<file path="config.mk">
export PLATFORM = sky130hd
export DESIGN_NAME = burst_cas_seq_flat
export DESIGN_NICKNAME = d
export VERILOG_FILES = /design/src/rtl/burst_cas_seq_if.sv /design/src/rtl/burst_cas_seq.sv /design/src/flat_wrapper.sv
export SDC_FILE = /design/constraint.sdc
export NUM_CORES = 1
export LEC_CHECK = 0
export ABC_CLOCK_PERIOD_IN_PS = 3250
export BUFFER_PORTS_ARGS = -buffer_cell sky130_fd_sc_hd__buf_2
export CORE_ASPECT_RATIO = 1.5
export CORE_MARGIN = 1
export CORE_UTILIZATION = 57
export DETAILED_ROUTE_END_ITERATION = 8
export PLACE_DENSITY = 0.78
export SLEW_MARGIN = 20
export SYNTH_ARGS = -nofsm -noshare
export SYNTH_HDL_FRONTEND = slang
export SYNTH_SLANG_ARGS = --single-unit
</file>
<file path="constraint.sdc">
create_clock -name clock_t -period 3.25 [get_ports clock_t]
set_input_delay 0.65 -clock clock_t [delete_from_list [all_inputs] [get_ports clock_t]]
set_output_delay 0.65 -clock clock_t [all_outputs]
set_load 0.02 [all_outputs]
</file>
<file path="src/rtl/burst_cas_seq_if.sv">
// -----------------------------------------------------------------------------
// burst_cas_seq_if
// Bus between the ACT sequencer and the column-command sequencer.
//   act_rdy    : one-clock pulse, ACT issued for this access (tRCD applies)
//   act_cas    : one-clock pulse, row hit (no tRCD)
//   act_rw     : access direction, 1 = write, 0 = read
//   act_addr   : {bg[1:0], ba[1:0], col[9:0]}
//   cas_rdy    : one-clock pulse, issue CAS now
//   cas_reg    : address of the CAS being issued
//   cas_rw     : direction of the most recently issued CAS
//   data_start : pulse on the first data clock of a burst
//   data_busy  : high during any data window
//   cas_idle   : nothing queued, in flight or on the data bus
//   cas_ovf    : sticky, a request was dropped on a full queue
// Modports: master = ACT sequencer side, slave = burst_cas_seq.
// -----------------------------------------------------------------------------
interface burst_cas_seq_if;
  logic        act_rdy;
  logic        act_cas;
  logic        act_rw;
  logic [13:0] act_addr;
  logic        cas_rdy;
  logic [13:0] cas_reg;
  logic        cas_rw;
  logic        data_start;
  logic        data_busy;
  logic        cas_idle;
  logic        cas_ovf;

  modport master (
    output act_rdy, act_cas, act_rw, act_addr,
    input  cas_rdy, cas_reg, cas_rw, data_start, data_busy, cas_idle, cas_ovf
  );

  modport slave (
    input  act_rdy, act_cas, act_rw, act_addr,
    output cas_rdy, cas_reg, cas_rw, data_start, data_busy, cas_idle, cas_ovf
  );
endinterface

</file>
<file path="src/rtl/burst_cas_seq.sv">
// -----------------------------------------------------------------------------
// burst_cas_seq
// DDR4 column-command sequencer. Queues up to two column accesses coming from
// the ACT sequencer, issues each CAS once its tRCD wait and the tCCD spacing
// have elapsed, and tracks the resulting data windows so the ACT side knows
// when precharge is safe.
//
// Ports:
//   clock_t : system clock, rising edge
//   reset   : synchronous, active-high
//   bus     : burst_cas_seq_if.slave (request inputs, CAS / data-window outputs)
//
// Optional feature: define CAS_WTR_EN to hold a read CAS until tWTR clocks
// after the end of the last write data window.
//
// A request arriving into an empty queue is considered for issue in its own
// arrival clock, so a row hit produces cas_rdy on the very next clock and an
// ACT produces cas_rdy exactly tRCD clocks later. All outputs are registered.
// -----------------------------------------------------------------------------
module burst_cas_seq #(
  parameter int tRCD = 16,
  parameter int tCCD = 4,
  parameter int CL   = 11,
  parameter int CWL  = 9,
  parameter int BL   = 8,
  parameter int tWTR = 6
) (
  input  logic               clock_t,
  input  logic               reset,
  burst_cas_seq_if.slave     bus
);

  localparam int HALF  = BL / 2;
  localparam int DEPTH = ((CL > CWL) ? CL : CWL) + HALF;

  // Injection patterns for the latency pipelines; bit 0 is "next clock".
  localparam logic [DEPTH-1:0] RD_START = DEPTH'(64'd1 << (CL - 1));
  localparam logic [DEPTH-1:0] WR_START = DEPTH'(64'd1 << (CWL - 1));
  localparam logic [DEPTH-1:0] RD_BUSY  = DEPTH'(((64'd1 << HALF) - 64'd1) << (CL - 1));
  localparam logic [DEPTH-1:0] WR_BUSY  = DEPTH'(((64'd1 << HALF) - 64'd1) << (CWL - 1));

  typedef struct packed {
    logic        rw;
    logic [13:0] addr;
    logic [4:0]  wait_cnt;  // clocks still to wait before this entry may issue
  } entry_t;

  function automatic logic [4:0] dec5(input logic [4:0] v);
    return (v == 5'd0) ? v : v - 5'd1;
  endfunction

  // Queue state
  entry_t      q     [2];
  entry_t      q_n   [2];
  logic [1:0]  count, count_n;

  // Spacing / latency state
  logic [3:0]       gap, gap_n;
  logic [DEPTH-1:0] start_sr, start_n;
  logic [DEPTH-1:0] busy_sr, busy_n;

  // Registered outputs
  logic        cas_rdy_q, cas_rw_q, rw_issued_q;
  logic [13:0] cas_reg_q;
  logic        data_start_q, data_busy_q, cas_idle_q, cas_ovf_q;

  // Combinational control
  logic   push_req, head_valid, issue, pop, bypass, accept, drop, rd_clear;
  entry_t in_entry, head;

`ifdef CAS_WTR_EN
  logic [DEPTH-1:0] wr_sr, wr_n;
  logic             wr_busy_q;
  logic [5:0]       wtr, wtr_n;

  // A read is held while any write burst is pending or on the bus, and then
  // for tWTR clocks after its last data clock.
  assign rd_clear = (wtr == 6'd0) && (wr_sr == '0) && !wr_busy_q;
`else
  localparam int unused_twtr = tWTR;
  assign rd_clear = 1'b1;
`endif

  // NOTE: every variable assigned here gets a default first, so no path
  // through the block leaves a value held and no latch is inferred.
  always_comb begin
    push_req          = bus.act_rdy | bus.act_cas;
    in_entry.rw       = bus.act_rw;
    in_entry.addr     = bus.act_addr;
    // act_rdy wins over act_cas; the arrival clock already counts as one.
    in_entry.wait_cnt = bus.act_rdy ? 5'(tRCD - 1) : 5'd0;

    head_valid = (count != 2'd0) || push_req;
    head       = (count != 2'd0) ? q[0] : in_entry;

    issue  = head_valid && (head.wait_cnt == 5'd0) && (gap == 4'd0) &&
             (head.rw || rd_clear);
    pop    = issue && (count != 2'd0);
    bypass = issue && (count == 2'd0);

    // All stored waits age every clock, head or not.
    for (int i = 0; i < 2; i++) begin
      q_n[i]          = q[i];
      q_n[i].wait_cnt = dec5(q[i].wait_cnt);
    end
    count_n = count;

    if (pop) begin
      q_n[0]  = q_n[1];
      count_n = count - 2'd1;
    end

    // A full queue still takes a push when the head leaves in the same clock.
    accept = push_req && !bypass && ((count != 2'd2) || pop);
    drop   = push_req && !bypass && !accept;

    if (accept) begin
      q_n[count_n[0]]          = in_entry;
      q_n[count_n[0]].wait_cnt = dec5(in_entry.wait_cnt);
      count_n                  = count_n + 2'd1;
    end

    gap_n = issue ? 4'(tCCD - 1) : ((gap == 4'd0) ? gap : gap - 4'd1);

    start_n = start_sr >> 1;
    busy_n  = busy_sr >> 1;
    if (issue) begin
      start_n = start_n | (head.rw ? WR_START : RD_START);
      busy_n  = busy_n  | (head.rw ? WR_BUSY  : RD_BUSY);
    end
  end

`ifdef CAS_WTR_EN
  always_comb begin
    wr_n = wr_sr >> 1;
    if (issue && head.rw) wr_n = wr_n | WR_BUSY;
    // Last clock of a write window: arm the turnaround counter.
    if (wr_busy_q && !wr_sr[0])
      wtr_n = 6'((tWTR > 0) ? tWTR - 1 : 0);
    else
      wtr_n = (wtr == 6'd0) ? wtr : wtr - 6'd1;
  end

  always_ff @(posedge clock_t) begin
    if (reset) begin
      wr_sr     <= '0;
      wr_busy_q <= 1'b0;
      wtr       <= '0;
    end else begin
      wr_sr     <= wr_n;
      wr_busy_q <= wr_sr[0];
      wtr       <= wtr_n;
    end
  end
`endif

  // NOTE: state registers use non-blocking assignments so every register
  // samples the values from before this edge, independent of statement order.
  always_ff @(posedge clock_t) begin
    if (reset) begin
      // NOTE: queue entries are cleared as well as the count; the queue is two
      // small registers, not a RAM, and clearing keeps cas_reg deterministic.
      for (int i = 0; i < 2; i++) q[i] <= '0;
      count        <= '0;
      gap          <= '0;
      start_sr     <= '0;
      busy_sr      <= '0;
      cas_rdy_q    <= 1'b0;
      cas_reg_q    <= '0;
      rw_issued_q  <= 1'b0;
      cas_rw_q     <= 1'b0;
      data_start_q <= 1'b0;
      data_busy_q  <= 1'b0;
      cas_idle_q   <= 1'b1;
      cas_ovf_q    <= 1'b0;
    end else begin
      for (int i = 0; i < 2; i++) q[i] <= q_n[i];
      count        <= count_n;
      gap          <= gap_n;
      start_sr     <= start_n;
      busy_sr      <= busy_n;
      cas_rdy_q    <= issue;
      cas_reg_q    <= issue ? head.addr : 14'd0;
      if (issue) rw_issued_q <= head.rw;
      // cas_rw follows one clock after the cas_rdy pulse.
      if (cas_rdy_q) cas_rw_q <= rw_issued_q;
      data_start_q <= start_sr[0];
      data_busy_q  <= busy_sr[0];
      cas_idle_q   <= (count_n == 2'd0) && (busy_n == '0) && !busy_sr[0] && !issue;
      cas_ovf_q    <= cas_ovf_q | drop;
    end
  end

  assign bus.cas_rdy    = cas_rdy_q;
  assign bus.cas_reg    = cas_reg_q;
  assign bus.cas_rw     = cas_rw_q;
  assign bus.data_start = data_start_q;
  assign bus.data_busy  = data_busy_q;
  assign bus.cas_idle   = cas_idle_q;
  assign bus.cas_ovf    = cas_ovf_q;

endmodule

</file>
<file path="src/flat_wrapper.sv">
// flat-port wrapper written by rule: the top's interface ports become plain ports
module burst_cas_seq_flat 
#(
  parameter int tRCD = 16,
  parameter int tCCD = 4,
  parameter int CL   = 11,
  parameter int CWL  = 9,
  parameter int BL   = 8,
  parameter int tWTR = 6
)
  (clock_t, reset, bus_act_rdy, bus_act_cas, bus_act_rw, bus_act_addr, bus_cas_rdy, bus_cas_reg, bus_cas_rw, bus_data_start, bus_data_busy, bus_cas_idle, bus_cas_ovf);
  burst_cas_seq_if bus_i ();
  input  logic clock_t;
  input  logic reset;
  input wire logic [$bits(bus_i.act_rdy)-1:0] bus_act_rdy;
  input wire logic [$bits(bus_i.act_cas)-1:0] bus_act_cas;
  input wire logic [$bits(bus_i.act_rw)-1:0] bus_act_rw;
  input wire logic [$bits(bus_i.act_addr)-1:0] bus_act_addr;
  output wire logic [$bits(bus_i.cas_rdy)-1:0] bus_cas_rdy;
  output wire logic [$bits(bus_i.cas_reg)-1:0] bus_cas_reg;
  output wire logic [$bits(bus_i.cas_rw)-1:0] bus_cas_rw;
  output wire logic [$bits(bus_i.data_start)-1:0] bus_data_start;
  output wire logic [$bits(bus_i.data_busy)-1:0] bus_data_busy;
  output wire logic [$bits(bus_i.cas_idle)-1:0] bus_cas_idle;
  output wire logic [$bits(bus_i.cas_ovf)-1:0] bus_cas_ovf;
  assign bus_i.act_rdy = bus_act_rdy;
  assign bus_i.act_cas = bus_act_cas;
  assign bus_i.act_rw = bus_act_rw;
  assign bus_i.act_addr = bus_act_addr;
  assign bus_cas_rdy = bus_i.cas_rdy;
  assign bus_cas_reg = bus_i.cas_reg;
  assign bus_cas_rw = bus_i.cas_rw;
  assign bus_data_start = bus_i.data_start;
  assign bus_data_busy = bus_i.data_busy;
  assign bus_cas_idle = bus_i.cas_idle;
  assign bus_cas_ovf = bus_i.cas_ovf;
  burst_cas_seq #(.tRCD(tRCD), .tCCD(tCCD), .CL(CL), .CWL(CWL), .BL(BL), .tWTR(tWTR)) u_core (.clock_t(clock_t), .reset(reset), .bus(bus_i));
endmodule
</file>
==> flow_summary.rst <==
.. list-table::
   :header-rows: 1

   * - Metric
     - Value
   * - Post-synthesis cell area
     - 3620 µm²
   * - NumNets Final
     - 420
   * - Top flip-flop cell by instance count after synthesis
     - sky130_fd_sc_hd__dfxtp_1
   * - Die area
     - 6680 µm²
   * - H-tree lvl count
     - 3
   * - Synth Area in Compound Gates
     - 10.0%
   * - CTS tree
     - yes
   * - Post-synthesis simple-gate area fraction
     - 16.9%
   * - Total routing usage reported by global routing
     - 21.7%
   * - Post-route total power
     - 0.00393 W
   * - Cell with the biggest individual delay on the critical path
     - sky130_fd_sc_hd__or4_1
   * - RSZ-0062 raised after global routing
     - false
   * - Crit end category
     - register
   * - Master cell of the clock root buffer
     - sky130_fd_sc_hd__clkbuf_8
   * - Syn-to-layout area delta
     - 11.3%
   * - Leading post-synthesis cells by cell area
     - sky130_fd_sc_hd__dfxtp_1, sky130_fd_sc_hd__mux2i_1, sky130_fd_sc_hd__nor2_1, sky130_fd_sc_hd__a211oi_1, sky130_fd_sc_hd__nor2b_1
   * - Cells traversed along the worst timing path
     - inv_1, ha_1, buf_4, nand4bb_1, a21oi_1, a21oi_1, ha_1, or4_1, nor4_1, a31o_1
   * - Mapped Cells
     - 361
   * - Crit Path Max Fanout
     - 18
   * - Total negative slack for setup checks
     - 0 ns
   * - CP startpoint
     - u_core.count[0]$_SDFF_PP0_
   * - Number of diodes
     - 0
   * - Count of max-cap constraint violations
     - 0
   * - Maximum ir drop on the vdd rail
     - 0.000460 V
   * - Area inside the core boundary
     - 6130 µm²
   * - Port Buffers
     - 38
   * - Critical register-to-register path endpoint
     - u_core.bus.cas_idle$_SDFF_PP1_
   * - Fraction of the yosys area taken by sequential cells
     - 50.8%
   * - Leakage
     - 1.86 nW
   * - Endpoints failing hold
     - 0
   * - Total power per unit cell area
     - 976 nW/µm²
   * - Clock slew seen by the registers of the worst setup and hold paths
     - 0.10 ns
   * - Post-detailed-placement half-perimeter wirelength
     - 4260 µm
   * - Slew of the pin with the lowest slew margin
     - 0.738 ns
   * - Count of TritonRoute iterations in the first routing pass
     - 4
   * - Synth Net Count
     - 386
   * - Register-to-register setup slack
     - 0.43 ns
   * - Type of the tightest min-delay check
     - reg -> reg
   * - Arrival time reported for the critical path endpoint
     - 3.12 ns
   * - Final period utilization
     - 86.8%
   * - Fraction of final layout cells with drive strength greater than 1
     - 17.3%
   * - Launch instance of the worst register-to-register path
     - u_core.count[0]$_SDFF_PP0_
   * - Post-synthesis mux area share
     - 14.5%
   * - Postcts setup bufs
     - 0
   * - Avg Inst Size Synth
     - 10.0 µm²
   * - Worst path max stage delay
     - 0.47 ns
   * - Antenna-violating nets left
     - 0
   * - Number of cells traversed by the worst register-to-register path
     - 10
   * - Final Critical Period
     - 2.82 ns
   * - Req. time, crit path
     - 3.55 ns
   * - Outcome
     - complete, no violations
   * - Horiz. Die Dim
     - 67.1 µm
   * - Commonest non-fill, non-tap cell in the layout
     - sky130_fd_sc_hd__dfxtp_1
   * - Synth warn
     - 0
   * - Area share of xor/xnor cells in the synthesized design
     - 0.967%
   * - Number of global-route vias before repair
     - 2444
   * - Number of buffers between clock root and the deepest sink
     - 2
   * - Number of setup violations in the final report
     - 0
   * - CTS resizes
     - 0
   * - Vertical die dimension
     - 99.6 µm
   * - Post-Route WL
     - 6550 µm
   * - Most frequent cells in the layout
     - sky130_fd_sc_hd__dfxtp_1, sky130_fd_sc_hd__nor2_1, sky130_fd_sc_hd__mux2i_1, sky130_fd_sc_hd__buf_2
   * - Share of the synthesized area in the top cell type
     - 50.8%
   * - RePlAce Congestion
     - 0.780
   * - Max-slew violations
     - 0
   * - Via density per instance
     - 5.48
   * - Nature of the critical path startpoint
     - register
   * - Clock sinks
     - 92
   * - Top achievable clock speed
     - 355 MHz
   * - Clock skew after layout
     - 0.0129 ns
   * - Slew headroom
     - 50.8%
   * - Adder-Cell Fraction of Synth Area
     - 2.07%
   * - Remaining Overflow, GRT
     - 0
   * - Boundary pin count
     - 39
   * - Total vias in the final route
     - 2596
   * - Floorplan row count
     - 35
   * - Post-synthesis sequential element count
     - 92
   * - Routed len/inst
     - 13.8 µm
   * - Clock latency on the worst-skew pair
     - 0.36 ns
   * - Number of enable flip-flop cells after synthesis
     - 0
   * - First-pass GRT wire length
     - 11000 µm
   * - Endpoint of the worst setup timing path
     - u_core.bus.cas_idle$_SDFF_PP1_
   * - Worst hold margin
     - 0.438 ns
   * - CP Class
     - reg -> reg
   * - Combinational family with the most area after synthesis
     - simple AND/OR/NAND/NOR gates
   * - Maximum number of pins on one net before global-route repair
     - 76
   * - Post-synthesis async set-or-reset flop share
     - 0%
   * - Starting utilization of the core area
     - 59.1%
   * - Initial antenna violation count
     - 0
   * - Number of distinct library cells after synthesis
     - 44
   * - Largest area contributor in the synthesized netlist
     - sky130_fd_sc_hd__dfxtp_1
   * - Residual DRC
     - 0
   * - CTS buffer count
     - 9
   * - Number of DRC markers after the initial detailed-route iteration
     - 144
   * - Number of hold-repair buffers added at the cts stage
     - 0
## worst min-delay path by stage
stage                     cells past startpoint  slack, ns                            end                           start
after global routing                          1       0.47  u_core.start_sr[2]$_SDFF_PP0_   u_core.start_sr[3]$_SDFF_PP0_
after floorplan                               2       0.41  u_core.start_sr[8]$_SDFF_PP0_   u_core.start_sr[9]$_SDFF_PP0_
final                                         1       0.44  u_core.start_sr[7]$_SDFF_PP0_   u_core.start_sr[8]$_SDFF_PP0_
after CTS                                     1       0.44  u_core.start_sr[7]$_SDFF_PP0_   u_core.start_sr[8]$_SDFF_PP0_
after global placement                        1       0.42  u_core.start_sr[9]$_SDFF_PP0_  u_core.start_sr[10]$_SDFF_PP0_
after detailed placement                      1       0.43  u_core.start_sr[7]$_SDFF_PP0_   u_core.start_sr[8]$_SDFF_PP0_
## stage by stage
stage	cells	util [%]	cell area (µm²)	setup slack [ns]
floorplan	361	-	3620	0.397
global placement	458	62.6	3840	0.598
detailed placement	458	62.6	3840	0.516
CTS	474	65.7	4030	0.450
global route	474	65.7	4030	0.284
finish	474	65.7	4030	0.430
## where the power goes
part           internal [W]  switching [W]
registers           0.00141       0.000168
logic              0.000715       0.000904
clock network      0.000314       0.000419
total               0.00244        0.00149
## layout make-up
class	instances	area (µm²)
Fill cell	517	2100
Sequential cell	92	1840
Multi-Input combinational cell	234	1610
Timing Repair Buffer	42	233
Clock buffer	10	138
Tap cell	74	92.6
Inverter	16	60.1
Clock inverter	6	55.1
## kinds of logic (layout without fill, tap and decap cells)
| logic type | count (synthesis) | in the layout |
|---|---|---|
| adders and majority gates | 6 | 6 |
| buffers and inverters | 35 | 74 |
| xor gates and xnor gates | 4 | 4 |
| muxes | 52 | 52 |
| AOI/OAI and AO/OA | 51 | 51 |
| DFF | 92 | 92 |
| and+or+nand+nor | 121 | 121 |
## cells in the mapped netlist, types with 2 or more instances
cell,count
sky130_fd_sc_hd__nor4_1,3
sky130_fd_sc_hd__buf_6,3
sky130_fd_sc_hd__mux2i_1,49
sky130_fd_sc_hd__mux2_2,3
sky130_fd_sc_hd__buf_2,4
sky130_fd_sc_hd__ha_1,6
sky130_fd_sc_hd__nor2b_1,21
sky130_fd_sc_hd__nor3b_1,3
sky130_fd_sc_hd__or3_1,2
sky130_fd_sc_hd__inv_1,16
sky130_fd_sc_hd__nor3_1,6
sky130_fd_sc_hd__buf_4,3
sky130_fd_sc_hd__xnor2_1,3
sky130_fd_sc_hd__o21ai_0,2
sky130_fd_sc_hd__buf_1,3
sky130_fd_sc_hd__nor2_1,67
sky130_fd_sc_hd__nand2_1,9
sky130_fd_sc_hd__a21oi_1,15
sky130_fd_sc_hd__dfxtp_1,92
sky130_fd_sc_hd__a211oi_1,21
sky130_fd_sc_hd__o211ai_1,2
sky130_fd_sc_hd__clkbuf_1,6
## per-layer routing
layer  wire length (µm)  up-vias  GRT usage (%)
met5                  0        -              0
met4                125        0           9.33
met3                268       12           5.28
met2               3160       57           34.3
met1               3000     1218           27.7
li1                   -     1309              -
## critical path, delay by kind of cell (launching register included)
| family | cells | cell delay, ns |
|---|---|---|
| AOI/OAI and AO/OA | 3 | 0.56 |
| adders and majority gates | 2 | 0.53 |
| buffers and inverters | 2 | 0.46 |
| DFF | 1 | 0.36 |
| and+or+nand+nor | 3 | 0.87 |
No activity file was read; power rests on OpenSTA's default activity.
